<file path="config.mk">
export PLATFORM = sky130hd
export DESIGN_NAME = fp_round_flat
export DESIGN_NICKNAME = d
export VERILOG_FILES = /design/src/rtl/fp_round_pkg.sv /design/src/rtl/fp_round_if.sv /design/src/rtl/fp_lzc56.sv /design/src/rtl/fp_round.sv /design/src/flat_wrapper.sv
export SDC_FILE = /design/constraint.sdc
export NUM_CORES = 1
export LEC_CHECK = 0
export CAP_MARGIN = 10
export CELL_PAD_IN_SITES_DETAIL_PLACEMENT = 2
export CELL_PAD_IN_SITES_GLOBAL_PLACEMENT = 2
export CORE_MARGIN = 1
export CORE_UTILIZATION = 27
export CTS_CLUSTER_DIAMETER = 40
export DETAILED_ROUTE_END_ITERATION = 8
export PLACE_DENSITY_LB_ADDON = 0.1
export SLEW_MARGIN = 20
export SYNTH_ARGS = -nofsm -noshare
export SYNTH_HDL_FRONTEND = slang
export SYNTH_HIERARCHICAL = 1
export SYNTH_SLANG_ARGS = --single-unit
</file>
<file path="constraint.sdc">
create_clock -name clk -period 15.25 [get_ports clk]
set_input_delay 3.05 -clock clk [delete_from_list [all_inputs] [get_ports clk]]
set_output_delay 3.05 -clock clk [all_outputs]
set_load 0.05 [all_outputs]
</file>
<file path="src/rtl/fp_round_pkg.sv">
// Shared types and constants for the binary64 normalize-and-round pipeline.
package fp_round_pkg;

  localparam int PIPE_STAGES = 3;
  localparam int BIAS        = 1023;

  localparam logic signed [12:0] EMAX   = 13'sd2046;
  localparam logic [63:0]        QNAN   = 64'h7FF8_0000_0000_0000;
  localparam logic [62:0]        MAXFIN = 63'h7FEF_FFFF_FFFF_FFFF;

  typedef enum logic [1:0] {
    RM_RNE = 2'b00,
    RM_RZ  = 2'b01,
    RM_RU  = 2'b10,
    RM_RD  = 2'b11
  } rm_e;

  typedef enum logic [1:0] {
    SP_NONE = 2'b00,
    SP_NAN  = 2'b01,
    SP_INF  = 2'b10,
    SP_ZERO = 2'b11
  } special_e;

  // Payload carried between pipeline stages; sig is {int, frac[52], G, R, S}.
  typedef struct packed {
    logic               sign;
    logic signed [12:0] exp;
    logic [55:0]        sig;
    special_e           special;
    rm_e                rm;
    logic               inexact;
  } stage_t;

  function automatic logic roundUp(input rm_e rm, input logic sign, input logic lsb,
                                   input logic g, input logic r, input logic s);
    logic up;
    case (rm)
      RM_RNE:  up = g & (r | s | lsb);
      RM_RZ:   up = 1'b0;
      RM_RU:   up = ~sign & (g | r | s);
      default: up = sign & (g | r | s);
    endcase
    return up;
  endfunction

endpackage

</file>
<file path="src/rtl/fp_round_if.sv">
// Handshake and data bundle between the adder, the rounding stage and writeback.
interface fp_round_if;

  logic        in_valid;
  logic        in_ready;
  logic [10:0] es;
  logic [56:0] fs;
  logic        ss;
  logic [1:0]  fls;
  logic        nan_in;
  logic [1:0]  rm;
  logic        out_valid;
  logic        out_ready;
  logic [63:0] result;
  logic [2:0]  flags;

  modport master (
    output in_valid, es, fs, ss, fls, nan_in, rm, out_ready,
    input  in_ready, out_valid, result, flags
  );

  modport slave (
    input  in_valid, es, fs, ss, fls, nan_in, rm, out_ready,
    output in_ready, out_valid, result, flags
  );

endinterface

</file>
<file path="src/rtl/fp_lzc56.sv">
// Combinational leading-zero counter over a 56-bit significand.
module fp_lzc56 (
  input  logic [55:0] in_i,
  output logic [5:0]  cnt_o,
  output logic        zero_o
);

  // Scan upward so the highest set bit is the last one to set the count.
  always_comb begin
    cnt_o = 6'd56;
    for (int i = 0; i < 56; i++) begin
      if (in_i[i]) cnt_o = 6'(55 - i);
    end
  end

  assign zero_o = ~|in_i;

endmodule

</file>
<file path="src/rtl/fp_round.sv">
// Three-stage normalize/round/pack stage behind the double-precision adder.
module fp_round
  import fp_round_pkg::*;
(
  input  logic       clk,
  input  logic       rst,
  fp_round_if.slave  bus
);

  logic               adv;
  logic               v1_q, v2_q, outValid_q;
  stage_t             s1_d, s1_q, s2_d, s2_q;
  logic [5:0]         lz1_d, lz1_q;
  logic               rndUp2_d, rndUp2_q;
  logic [63:0]        result_d, result_q;
  logic [2:0]         flags_d, flags_q;
  logic [5:0]         lzCnt;
  logic               lzZero;
  logic [5:0]         shAmt;
  logic signed [12:0] shLim;
  logic [55:0]        nsig;
  logic [53:0]        sum;
  logic signed [12:0] e3;
  logic [51:0]        frac;
  logic               tiny, inexact3, towardInf;

  assign adv           = ~outValid_q | bus.out_ready;
  assign bus.in_ready  = adv;
  assign bus.out_valid = outValid_q;
  assign bus.result    = result_q;
  assign bus.flags     = flags_q;

  fp_lzc56 u_lzc (
    .in_i   (bus.fs[55:0]),
    .cnt_o  (lzCnt),
    .zero_o (lzZero)
  );

  // Stage 1: fold a carry-out back into range and classify specials.
  always_comb begin
    s1_d      = '0;
    s1_d.sign = bus.ss;
    s1_d.rm   = rm_e'(bus.rm);
    s1_d.exp  = $signed({2'b00, bus.es}) + (bus.fs[56] ? 13'sd1 : 13'sd0);
    s1_d.sig  = bus.fs[56] ? {bus.fs[56:2], bus.fs[1] | bus.fs[0]} : bus.fs[55:0];
    lz1_d     = bus.fs[56] ? 6'd0 : lzCnt;
    if (bus.nan_in)                          s1_d.special = SP_NAN;
    else if (bus.fls[1])                     s1_d.special = SP_INF;
    else if (bus.fls[0] || (!bus.fs[56] && lzZero)) s1_d.special = SP_ZERO;
    else                                     s1_d.special = SP_NONE;
  end

  // Stage 2: normalize without dropping below the minimum exponent, then decide rounding.
  always_comb begin
    s2_d  = s1_q;
    shAmt = 6'd0;
    shLim = s1_q.exp - 13'sd1;
    if (s1_q.exp > 13'sd1) begin
      shAmt = ($signed({7'b0, lz1_q}) < shLim) ? lz1_q : shLim[5:0];
    end
    nsig         = s1_q.sig << shAmt;
    s2_d.sig     = nsig;
    s2_d.exp     = nsig[55] ? (s1_q.exp - $signed({7'b0, shAmt})) : 13'sd0;
    s2_d.inexact = s1_q.inexact | (|nsig[2:0]);
    rndUp2_d     = roundUp(s1_q.rm, s1_q.sign, nsig[3], nsig[2], nsig[1], nsig[0]);
  end

  // Stage 3: apply the increment, fix up the exponent, handle overflow and pack.
  always_comb begin
    result_d  = '0;
    flags_d   = '0;
    sum       = {1'b0, s2_q.sig[55:3]} + {53'b0, rndUp2_q};
    e3        = s2_q.exp;
    frac      = sum[51:0];
    tiny      = (s2_q.exp == 13'sd0);
    inexact3  = s2_q.inexact | (|s2_q.sig[2:0]);
    towardInf = (s2_q.rm == RM_RNE) || (s2_q.rm == RM_RU && !s2_q.sign) ||
                (s2_q.rm == RM_RD && s2_q.sign);
    if (sum[53]) begin
      frac = '0;
      e3   = e3 + 13'sd1;
    end else if (tiny && sum[52]) begin
      e3 = 13'sd1;
    end
    case (s2_q.special)
      SP_NAN:  result_d = QNAN;
      SP_INF:  result_d = {s2_q.sign, 11'h7FF, 52'b0};
      SP_ZERO: result_d = {s2_q.sign, 63'b0};
      default: begin
        if (e3 > EMAX) begin
          result_d = towardInf ? {s2_q.sign, 11'h7FF, 52'b0} : {s2_q.sign, MAXFIN};
          flags_d  = 3'b101;
        end else begin
          result_d = {s2_q.sign, e3[10:0], frac};
          flags_d  = {1'b0, tiny & inexact3, inexact3};
        end
      end
    endcase
  end

  // Pipeline registers: every stage moves together whenever the output can drain.
  always_ff @(posedge clk or posedge rst) begin
    if (rst) begin
      v1_q       <= 1'b0;
      v2_q       <= 1'b0;
      outValid_q <= 1'b0;
      s1_q       <= '0;
      s2_q       <= '0;
      lz1_q      <= '0;
      rndUp2_q   <= 1'b0;
      result_q   <= '0;
      flags_q    <= '0;
    end else if (adv) begin
      v1_q       <= bus.in_valid;
      s1_q       <= s1_d;
      lz1_q      <= lz1_d;
      v2_q       <= v1_q;
      s2_q       <= s2_d;
      rndUp2_q   <= rndUp2_d;
      outValid_q <= v2_q;
      result_q   <= result_d;
      flags_q    <= flags_d;
    end
  end

endmodule

</file>
<file path="src/flat_wrapper.sv">
// flat-port wrapper written by rule: the top's interface ports become plain ports
module fp_round_flat import fp_round_pkg::*;
  (clk, rst, bus_in_valid, bus_es, bus_fs, bus_ss, bus_fls, bus_nan_in, bus_rm, bus_out_ready, bus_in_ready, bus_out_valid, bus_result, bus_flags);
  fp_round_if bus_i ();
  input  logic clk;
  input  logic rst;
  input wire logic [$bits(bus_i.in_valid)-1:0] bus_in_valid;
  input wire logic [$bits(bus_i.es)-1:0] bus_es;
  input wire logic [$bits(bus_i.fs)-1:0] bus_fs;
  input wire logic [$bits(bus_i.ss)-1:0] bus_ss;
  input wire logic [$bits(bus_i.fls)-1:0] bus_fls;
  input wire logic [$bits(bus_i.nan_in)-1:0] bus_nan_in;
  input wire logic [$bits(bus_i.rm)-1:0] bus_rm;
  input wire logic [$bits(bus_i.out_ready)-1:0] bus_out_ready;
  output wire logic [$bits(bus_i.in_ready)-1:0] bus_in_ready;
  output wire logic [$bits(bus_i.out_valid)-1:0] bus_out_valid;
  output wire logic [$bits(bus_i.result)-1:0] bus_result;
  output wire logic [$bits(bus_i.flags)-1:0] bus_flags;
  assign bus_i.in_valid = bus_in_valid;
  assign bus_i.es = bus_es;
  assign bus_i.fs = bus_fs;
  assign bus_i.ss = bus_ss;
  assign bus_i.fls = bus_fls;
  assign bus_i.nan_in = bus_nan_in;
  assign bus_i.rm = bus_rm;
  assign bus_i.out_ready = bus_out_ready;
  assign bus_in_ready = bus_i.in_ready;
  assign bus_out_valid = bus_i.out_valid;
  assign bus_result = bus_i.result;
  assign bus_flags = bus_i.flags;
  fp_round u_core (.clk(clk), .rst(rst), .bus(bus_i));
endmodule
</file>
==> results of run 1 <==
[power by group through the flow]
stage / sequential (W) / combinational, W / clock, W
after floorplan: 0.00121 / 0.000764 / 0
after global placement: 0.00105 / 0.00144 / 0
after detailed placement: 0.00106 / 0.00148 / 0
after CTS: 0.00105 / 0.00148 / 0.00115
after global routing: 0.00108 / 0.00160 / 0.00118
final: 0.00105 / 0.00147 / 0.00113
[logic make-up (layout without fill, tap and decap cells)]
group           count (synthesis)  count (layout)  share of synthesized area
compound gates                487             487                      0.206
mux                           164             164                      0.112
simple gates                  684             684                      0.203
fa+ha+maj                      24              24                     0.0201
buf+inv                       149             293                     0.0429
flops                         225             225                      0.368
xor+xnor                       83              83                     0.0475
[registers in the layout, indices dropped and copies added, names as in the netlist]
register              count
u_core/s1_q              73
u_core/bus.flags          3
u_core/bus.result        64
u_core/s2_q              75
u_core/v1_q               1
u_core/lz1_q              6
u_core/v2_q               1
u_core/bus.out_valid      1
u_core/rndUp2_q           1
[worst reg2reg max path, delay by kind of cell, from the launching register on]
family | cells | cell delay, ns
AND/OR/NAND/NOR | 10 | 2.87
adder cells (fa/ha/maj) | 2 | 0.86
AO/OA/AOI/OAI | 5 | 0.75
buffers and inverters | 1 | 0.66
flip-flops | 1 | 0.48
XOR/XNOR | 2 | 0.31
[worst paths after layout]
path	start	endpoint	cells past startpoint
setup / recovery	bus_out_ready	bus_in_ready	5
hold / removal	u_core/bus.result[63]	u_core/bus.result[63]	2
setup reg to reg	u_core/s1_q[62]	u_core/s2_q[72]	20
hold reg to reg	u_core/bus.result[63]	u_core/bus.result[63]	2
max in group asynchronous	rst	u_core/s2_q[19]	4
min in group asynchronous	rst	u_core/bus.flags[2]	2
[through the flow]
| stage | worst slack, ns | cells | hold WS, ns | total power (W) | cell area, um2 |
|---|---|---|---|---|---|
| floorplan | 6.04 | 1816 | 0.430 | 0.00198 | 15300 |
| global placement | 7.10 | 2618 | 0.442 | 0.00249 | 17400 |
| detailed placement | 7.08 | 2619 | 0.457 | 0.00254 | 17400 |
| CTS | 7.07 | 2708 | 0.468 | 0.00369 | 19100 |
| global route | 6.99 | 2708 | 0.480 | 0.00386 | 19100 |
| finish | 7.10 | 2708 | 0.461 | 0.00364 | 19100 |
[layout make-up]
class                      instances  share of cell area
clock buffer                      56              0.0664
clock inverter                    33              0.0248
inverter                          36             0.00745
multi-input combinational       1442               0.472
sequential                       225               0.294
tap                              748              0.0489
timing repair buffer             168              0.0861
[metal layers]
layer	part of all wire	track usage	wire, um
met3	0.028	0.0281	1620
met1	0.49	0.283	28300
met5	0	0	0
met4	0.021	0.0548	1240
met2	0.46	0.333	26800
[placed cells by master, fill, tap and decap left out, types with 6 or more instances in the layout]
master           count
o21ai_0            190
dfrtp_1            225
and2_1              18
a22o_1              18
mux2_2              20
clkinv_4             7
nand2_1            309
buf_4               21
a211oi_1            14
ha_1                23
xor2_1              32
clkinvlp_4           6
o21bai_1             6
nand3_1            103
inv_1               29
nand2b_1             7
a31oi_1             12
o211ai_1            19
o21ai_1             20
a22oi_1             13
or3_1                8
clkdlybuf4s50_1    145
mux2i_1            137
nor2_1             118
bufinv_16            9
o21ai_2              9
nor3_1              21
xnor2_1             51
a21o_1               8
o221ai_1             8
a21oi_1             68
and3_1              30
clkbuf_16           48
o31ai_1              8
or4_1                8
nor4_1              21
o22ai_1             18
nand4_1             16
nor2b_1             10
==> reports/summary.json, run 1 <==
{
  "run_status": {
    "outcome": "complete, no violations"
  },
  "synth": {
    "asyncSetResetFlopFracSynth": 1.00,
    "syn_nets": 1918,
    "synthTopCellsByCount": "nand2_1, dfrtp_1, o21ai_0",
    "yosys.cell_count.top_type": "nand2_1",
    "synth.top_cell.area_share": 0.368,
    "synth_seq_area_share": 0.368,
    "synth_area_mm2": 0.0153,
    "netlist_top_cells_area": "dfrtp_1, mux2i_1, nand2_1, o21ai_0, nand3_1",
    "synthDistinctLibCells": 95,
    "synth_largest_area_cell": "dfrtp_1",
    "synth_area_per_cell_um2": 8.42,
    "synth-edff-count": 0,
    "yosysWarnings": 6,
    "ys_ff_latch": 225,
    "synth_top_flop_cell": "dfrtp_1",
    "syn-instance-count": 1816
  },
  "worst_hold_path": {
    "hold_path_class": "reg2reg"
  },
  "routing": {
    "initialDrtViolationCount": 701,
    "drcViolationCount": 0,
    "drt_wl_total_um": 58000,
    "route.antenna.remaining_nets": 0,
    "routed_vias": 14159,
    "routed_via_density": 5.23,
    "first_pass_iters": 5,
    "route.detailed.wl_per_inst_um": 21.4
  },
  "placement": {
    "buffer_ports.inserted": 146,
    "place_hpwl_um": 43600,
    "globalplace.congestion": 0.834
  },
  "clock_tree": {
    "clk_pin_slew_ns": 0.05,
    "maximum_level_of_the_cts_h_tree": 2,
    "cts_inserted_buffers": 48,
    "tritoncts": "yes",
    "post_cts.repair.setup_buffers": 0,
    "cts_resized": 0,
    "clock_sink_count": 225,
    "clock_tree.root_cell": "clkbuf_16",
    "cts_max_path_buffers": 3,
    "clk_latency_worst_skew_pair_ns": 0.59,
    "cts_hold_buf": 0
  },
  "die": {
    "die_w_um": 240,
    "initial_utilization": 0.275,
    "rows": 86,
    "core-area_mm2": 0.0555,
    "num_io_pins": 147,
    "height_of_the_die_um": 240,
    "design.die.area_mm2": 0.0576
  },
  "power": {
    "p_per_area_mw_per_mm2": 190,
    "internal_power_w": 0.00209,
    "clkPwrFrac": 0.309,
    "comb_power_share": 0.403,
    "irDropWorstVdd_v": 0.0000691,
    "p_leak_nw": 8.12,
    "switchingPower_w": 0.00155,
    "power_frac_seq": 0.288,
    "power.share.switching": 0.425
  },
  "setup_path": {
    "r2r_slack_ns": 9.21,
    "critical_path_cell_list": "clkdlybuf4s50_1 > nor2b_4 > buf_4 > inv_2 > clkdlybuf4s50_1",
    "worstSetupStartpointType": "input pin",
    "cp_max_fo": 35,
    "worst_path_most_repeated_cell": "clkdlybuf4s50_1",
    "cp.arrival_ns": 5.10,
    "path_buf_inv": 4,
    "critPathSlowestCell": "clkdlybuf4s50_1",
    "setup.worst_path.class": "in2out",
    "timing.critical_path.slowest_cell_delay_ns": 0.89,
    "cell_family_with_most_cp_delay": "buffers and inverters",
    "setup.worst_path.end_class": "output port",
    "critical_path_required_ns": 12.20
  },
  "final_layout": {
    "antennaDiodeCount": 0,
    "areaGrowthSynthToFinish_pct": 25.2,
    "final_net_count": 2023,
    "multiInputGateArea_mm2": 0.00905,
    "final.fill_count": 6260,
    "layout.core_utilization": 0.345,
    "drive_above_1_share": 0.0908,
    "storage_element_area_mm2": 0.00563
  },
  "timing": {
    "fin_skew_ns": 0.0271,
    "worst_pin_slew_ns": 0.978,
    "final.min_clock_period_ns": 8.15,
    "finalSetupViolCount": 0,
    "setup_repair_after_global_routing_missed_its_margin": "false",
    "slew_violations": 0,
    "period_share": 0.534,
    "achievable-frequency_ghz": 0.123,
    "final.setup.tns_ns": 0,
    "final-hold-violation-count": 0,
    "timing.max_slew.rel_slack": 0.347
  },
  "flow_run": {
    "cap_viol_max_count": 0
  },
  "global_route": {
    "grt_pass1_vias": 15268,
    "grt_first_pass_wirelength_um": 92300,
    "gr-usage-all-layers": 0.205,
    "antenna_found_initial": 0,
    "overflow": 0,
    "grt_start_max_net_pins": 104
  }
}
Note: power is estimated with default switching activity, not from simulation.
==> run 2: changes to the inputs <==
==> constraint.sdc (replaced) <==
create_clock -name clk -period 8.26 [get_ports clk]
set_input_delay 1.652 -clock clk [delete_from_list [all_inputs] [get_ports clk]]
set_output_delay 1.652 -clock clk [all_outputs]
set_load 0.05 [all_outputs]
==> run 2 against run 1 <==
  * Clock power grew 71%
  * Largest cell class unchanged
  * Critical path type is now reg2reg
  * Via count grew 0.11%
  * Worst hold slack lost 0.0096 ns
  * Critical endpoint is now u_core/s2_q[72]
  * First-iteration DRC count grew 2.0%
==> reports/summary.json, run 2 (synthesis gave the netlist of run 1 again) <==
{
  "routing": {
    "initialDrtViolationCount": {"value": 715, "change": "was 701"},
    "route.detailed.wl_per_inst": {"value": 22.1, "unit": "um", "change": "was 21.4 um"},
    "drt_wl_total": {"value": 59800, "unit": "um", "change": "was 58000 um"},
    "first_pass_iters": {"value": 4, "change": "was 5"},
    "drcViolationCount": {"value": 0, "change": "unchanged"},
    "routed_vias": {"value": 14174, "change": "was 14159"},
    "route.antenna.remaining_nets": {"value": 0, "change": "unchanged"},
    "routed_via_density": {"value": 5.23, "change": "about the same"}
  },
  "setup_path": {
    "setup.worst_path.end_class": {"value": "register", "change": "was output port"},
    "regToRegStartpoint": {"value": "u_core/s1_q[61]", "change": "was u_core/s1_q[62]"},
    "worstRegToRegCells": {"value": 20, "change": "unchanged"},
    "timing.critical_path.slowest_cell_delay": {"value": 0.71, "unit": "ns", "change": "was 0.89 ns"},
    "critical_path.reg2reg.endpoint": {"value": "u_core/s2_q[72]", "change": "unchanged"},
    "critPathSlowestCell": {"value": "o211a_1", "change": "was clkdlybuf4s50_1"},
    "cp.arrival": {"value": 6.36, "unit": "ns", "change": "was 5.10 ns"},
    "cell_family_with_most_cp_delay": {"value": "compound AO/OA/AOI/OAI gates", "change": "was buffers and inverters"},
    "critical_path_required": {"value": 8.70, "unit": "ns", "change": "was 12.20 ns"},
    "r2r_slack": {"value": 2.34, "unit": "ns", "change": "was 9.21 ns"},
    "worstSetupStartpointType": {"value": "register", "change": "was input pin"},
    "critical_path_cell_list": {"value": "inv_1 > ha_1 > nand2_1 > xor2_1 > ha_1 > a21o_1 > a211oi_1 > or3_1 > nand2_1 > nand2_1 > o211a_1 > inv_1 > ha_1 > nand3_1 > nand2_1 > a41o_1 > or4_1 > nor3_1 > xnor2_1 > o21ai_1", "change": "was clkdlybuf4s50_1 > nor2b_4 > buf_4 > inv_2 > clkdlybuf4s50_1"},
    "path_buf_inv": {"value": 2, "change": "was 4"},
    "setup.worst_path.class": {"value": "reg2reg", "change": "was in2out"},
    "cp_max_fo": {"value": 21, "change": "was 35"},
    "worst_path_most_repeated_cell": {"value": "nand2_1", "change": "was clkdlybuf4s50_1"}
  },
  "worst_hold_path": {
    "hold_end": {"value": "u_core/v2_q", "change": "was u_core/bus.result[63]"},
    "worst_hold_path.num_cells": {"value": 2, "change": "unchanged"},
    "hold_path_class": {"value": "reg2reg", "change": "unchanged"},
    "hp-start": {"value": "u_core/v2_q", "change": "was u_core/bus.result[63]"}
  },
  "power": {
    "irDropWorstVdd": {"value": 0.000156, "unit": "V", "change": "was 0.0000691 V"},
    "switchingPower": {"value": 0.00287, "unit": "W", "change": "was 0.00155 W"},
    "p_leak": {"value": 8.08, "unit": "nW", "change": "was 8.12 nW"},
    "total_power": {"value": 0.00659, "unit": "W", "change": "was 0.00364 W"},
    "power.share.switching": {"value": 0.436, "change": "was 0.425"},
    "power_frac_seq": {"value": 0.294, "change": "was 0.288"},
    "clkPwrFrac": {"value": 0.292, "change": "was 0.309"},
    "p_per_area": {"value": 346, "unit": "mW/mm2", "change": "was 190 mW/mm2"},
    "internal_power": {"value": 0.00372, "unit": "W", "change": "was 0.00209 W"},
    "comb_power_share": {"value": 0.413, "change": "was 0.403"}
  },
  "timing": {
    "holdWs": {"value": 0.452, "unit": "ns", "change": "was 0.461 ns"},
    "finalSetupViolCount": {"value": 0, "change": "unchanged"},
    "fin_skew": {"value": 0.0170, "unit": "ns", "change": "was 0.0271 ns"},
    "achievable-frequency_ghz": 0.169,
    "setup_repair_after_global_routing_missed_its_margin": {"value": "false", "change": "unchanged"},
    "final-hold-violation-count": {"value": 0, "change": "unchanged"},
    "period_share": 0.717,
    "timing.max_slew.rel_slack": {"value": 0.379, "change": "was 0.347"},
    "worst_pin_slew": {"value": 0.931, "unit": "ns", "change": "was 0.978 ns"},
    "final.setup.tns": {"value": 0, "unit": "ns", "change": "unchanged"},
    "slew_violations": {"value": 0, "change": "unchanged"},
    "final.min_clock_period_ns": 5.92
  },
  "final_layout": {
    "commonest_non_fill_non_tap_cells_in_the_layout": {"value": "nand2_1, dfrtp_1, o21ai_0", "change": "unchanged"},
    "multiInputGateArea": {"value": 0.00905, "unit": "mm2", "change": "about the same"},
    "largest_register_ffs": {"value": 75, "change": "unchanged"},
    "antennaDiodeCount": {"value": 0, "change": "unchanged"},
    "final.fill_count": {"value": 6305, "change": "was 6260"},
    "drive_above_1_share": {"value": 0.0923, "change": "was 0.0908"},
    "areaGrowthSynthToFinish": {"value": 24.5, "unit": "%", "change": "was 25.2%"},
    "most_common_cell_after_layout_fill_and_taps_aside": {"value": "nand2_1", "change": "unchanged"},
    "storage_element_area": {"value": 0.00563, "unit": "mm2", "change": "unchanged"},
    "regMostFlops": {"value": "u_core/s2_q", "change": "unchanged"},
    "final_net_count": {"value": 2025, "change": "was 2023"},
    "final_cell_area": {"value": 0.0190, "unit": "mm2", "change": "was 0.0191 mm2"}
  },
  "clock_tree": {
    "cts_inserted_buffers": {"value": 47, "change": "was 48"},
    "clock_tree.root_cell": {"value": "clkbuf_16", "change": "unchanged"},
    "cts_max_path_buffers": {"value": 3, "change": "unchanged"},
    "clk_pin_slew": {"value": 0.05, "unit": "ns", "change": "about the same"},
    "post_cts.repair.setup_buffers": {"value": 0, "change": "unchanged"},
    "maximum_level_of_the_cts_h_tree": {"value": 2, "change": "unchanged"},
    "cts_hold_buf": {"value": 0, "change": "unchanged"},
    "clock_sink_count": {"value": 225, "change": "unchanged"},
    "cts_resized": {"value": 0, "change": "unchanged"},
    "tritoncts": {"value": "yes", "change": "unchanged"},
    "clk_latency_worst_skew_pair": {"value": 0.58, "unit": "ns", "change": "was 0.59 ns"}
  },
  "global_route": {
    "grt_start_max_net_pins": {"value": 109, "change": "was 104"},
    "overflow": {"value": 0, "change": "unchanged"},
    "met2_usage": {"value": 0.346, "change": "was 0.333"},
    "grt_util_met3": {"value": 0.0255, "change": "was 0.0281"},
    "antenna_found_initial": {"value": 0, "change": "unchanged"},
    "gr-usage-all-layers": {"value": 0.211, "change": "was 0.205"},
    "grt_pass1_vias": {"value": 15257, "change": "was 15268"},
    "grt_busiest_layer": {"value": "met2", "change": "unchanged"},
    "global_route.usage.met1": {"value": 0.293, "change": "was 0.283"},
    "grt_first_pass_wirelength": {"value": 94000, "unit": "um", "change": "was 92300 um"}
  },
  "die": {
    "rows": {"value": 86, "change": "unchanged"},
    "die_w": {"value": 240, "unit": "um", "change": "unchanged"},
    "design.die.area": {"value": 0.0576, "unit": "mm2", "change": "unchanged"},
    "num_io_pins": {"value": 147, "change": "unchanged"},
    "core-area": {"value": 0.0555, "unit": "mm2", "change": "unchanged"},
    "initial_utilization": {"value": 0.275, "change": "unchanged"},
    "height_of_the_die": {"value": 240, "unit": "um", "change": "unchanged"}
  },
  "placement": {
    "globalplace.congestion": {"value": 0.836, "change": "was 0.834"},
    "place_hpwl": {"value": 45000, "unit": "um", "change": "was 43600 um"},
    "dpl-instance-area": {"value": 0.0174, "unit": "mm2", "change": "about the same"},
    "buffer_ports.inserted": {"value": 146, "change": "unchanged"}
  },
  "flow_run": {
    "cap_viol_max_count": {"value": 0, "change": "unchanged"}
  },
  "run_status": {
    "outcome": {"value": "complete, no violations", "change": "unchanged"}
  }
}
run 2: changes by cell type in the layout (fill, tap and decap cells not counted), moves of 2 or more:
cell	change
inv_6	+2
clkbuf_1	-2
clkinv_2	+6
bufinv_16	-4
clkinv_4	-3
buf_4	+4
run 2: power by group through the flow:
stage / sequential, W / combinational (W) / clock (W)
floorplan: 0.00224 / 0.00141 / 0
global placement: 0.00194 / 0.00269 / 0
detailed placement: 0.00196 / 0.00274 / 0
CTS: 0.00195 / 0.00276 / 0.00199
global route: 0.00201 / 0.00296 / 0.00204
finish: 0.00194 / 0.00273 / 0.00193
run 2: worst min-delay path: stages (launching register included):
cell,delay [ns]
dfrtp_1,0.33
nand2_1,0.05
nand2_1,0.04
run 2: metal layers:
metal | routed length [um] | share of wire
met5 | 0 | 0
met1 | 29000 | 0.49
met3 | 1650 | 0.028
met2 | 27900 | 0.47
met4 | 1260 | 0.021
run 2: cell type report:
cell class | count | area share
Timing Repair Buffer | 171 | 0.0875
Sequential cell | 225 | 0.296
Multi-Input combinational cell | 1442 | 0.475
Clock inverter | 34 | 0.0202
Inverter | 36 | 0.00749
Clock buffer | 53 | 0.0650
Tap cell | 748 | 0.0491
run 2: how the worst max path moves through the flow:
stage	to	depth (start not counted)	startpoint
2_1_floorplan	u_core/bus.flags[0]	1	rst
3_3_place_gp	u_core/s2_q[71]	20	u_core/s1_q[62]
3_5_place_dp	u_core/s2_q[72]	20	u_core/s1_q[61]
4_1_cts	u_core/s2_q[72]	20	u_core/s1_q[61]
5_1_grt	u_core/s2_q[66]	19	u_core/s1_q[62]
6_report	u_core/s2_q[72]	20	u_core/s1_q[61]
run 2: through the flow:
stage | utilization | instances | worst slack, ns
2_1_floorplan | - | 1816 | 0.445
3_3_place_gp | 0.313 | 2621 | 2.45
3_5_place_dp | 0.314 | 2622 | 2.33
4_1_cts | 0.343 | 2709 | 2.30
5_1_grt | 0.343 | 2709 | 1.94
6_report | 0.343 | 2709 | 2.34
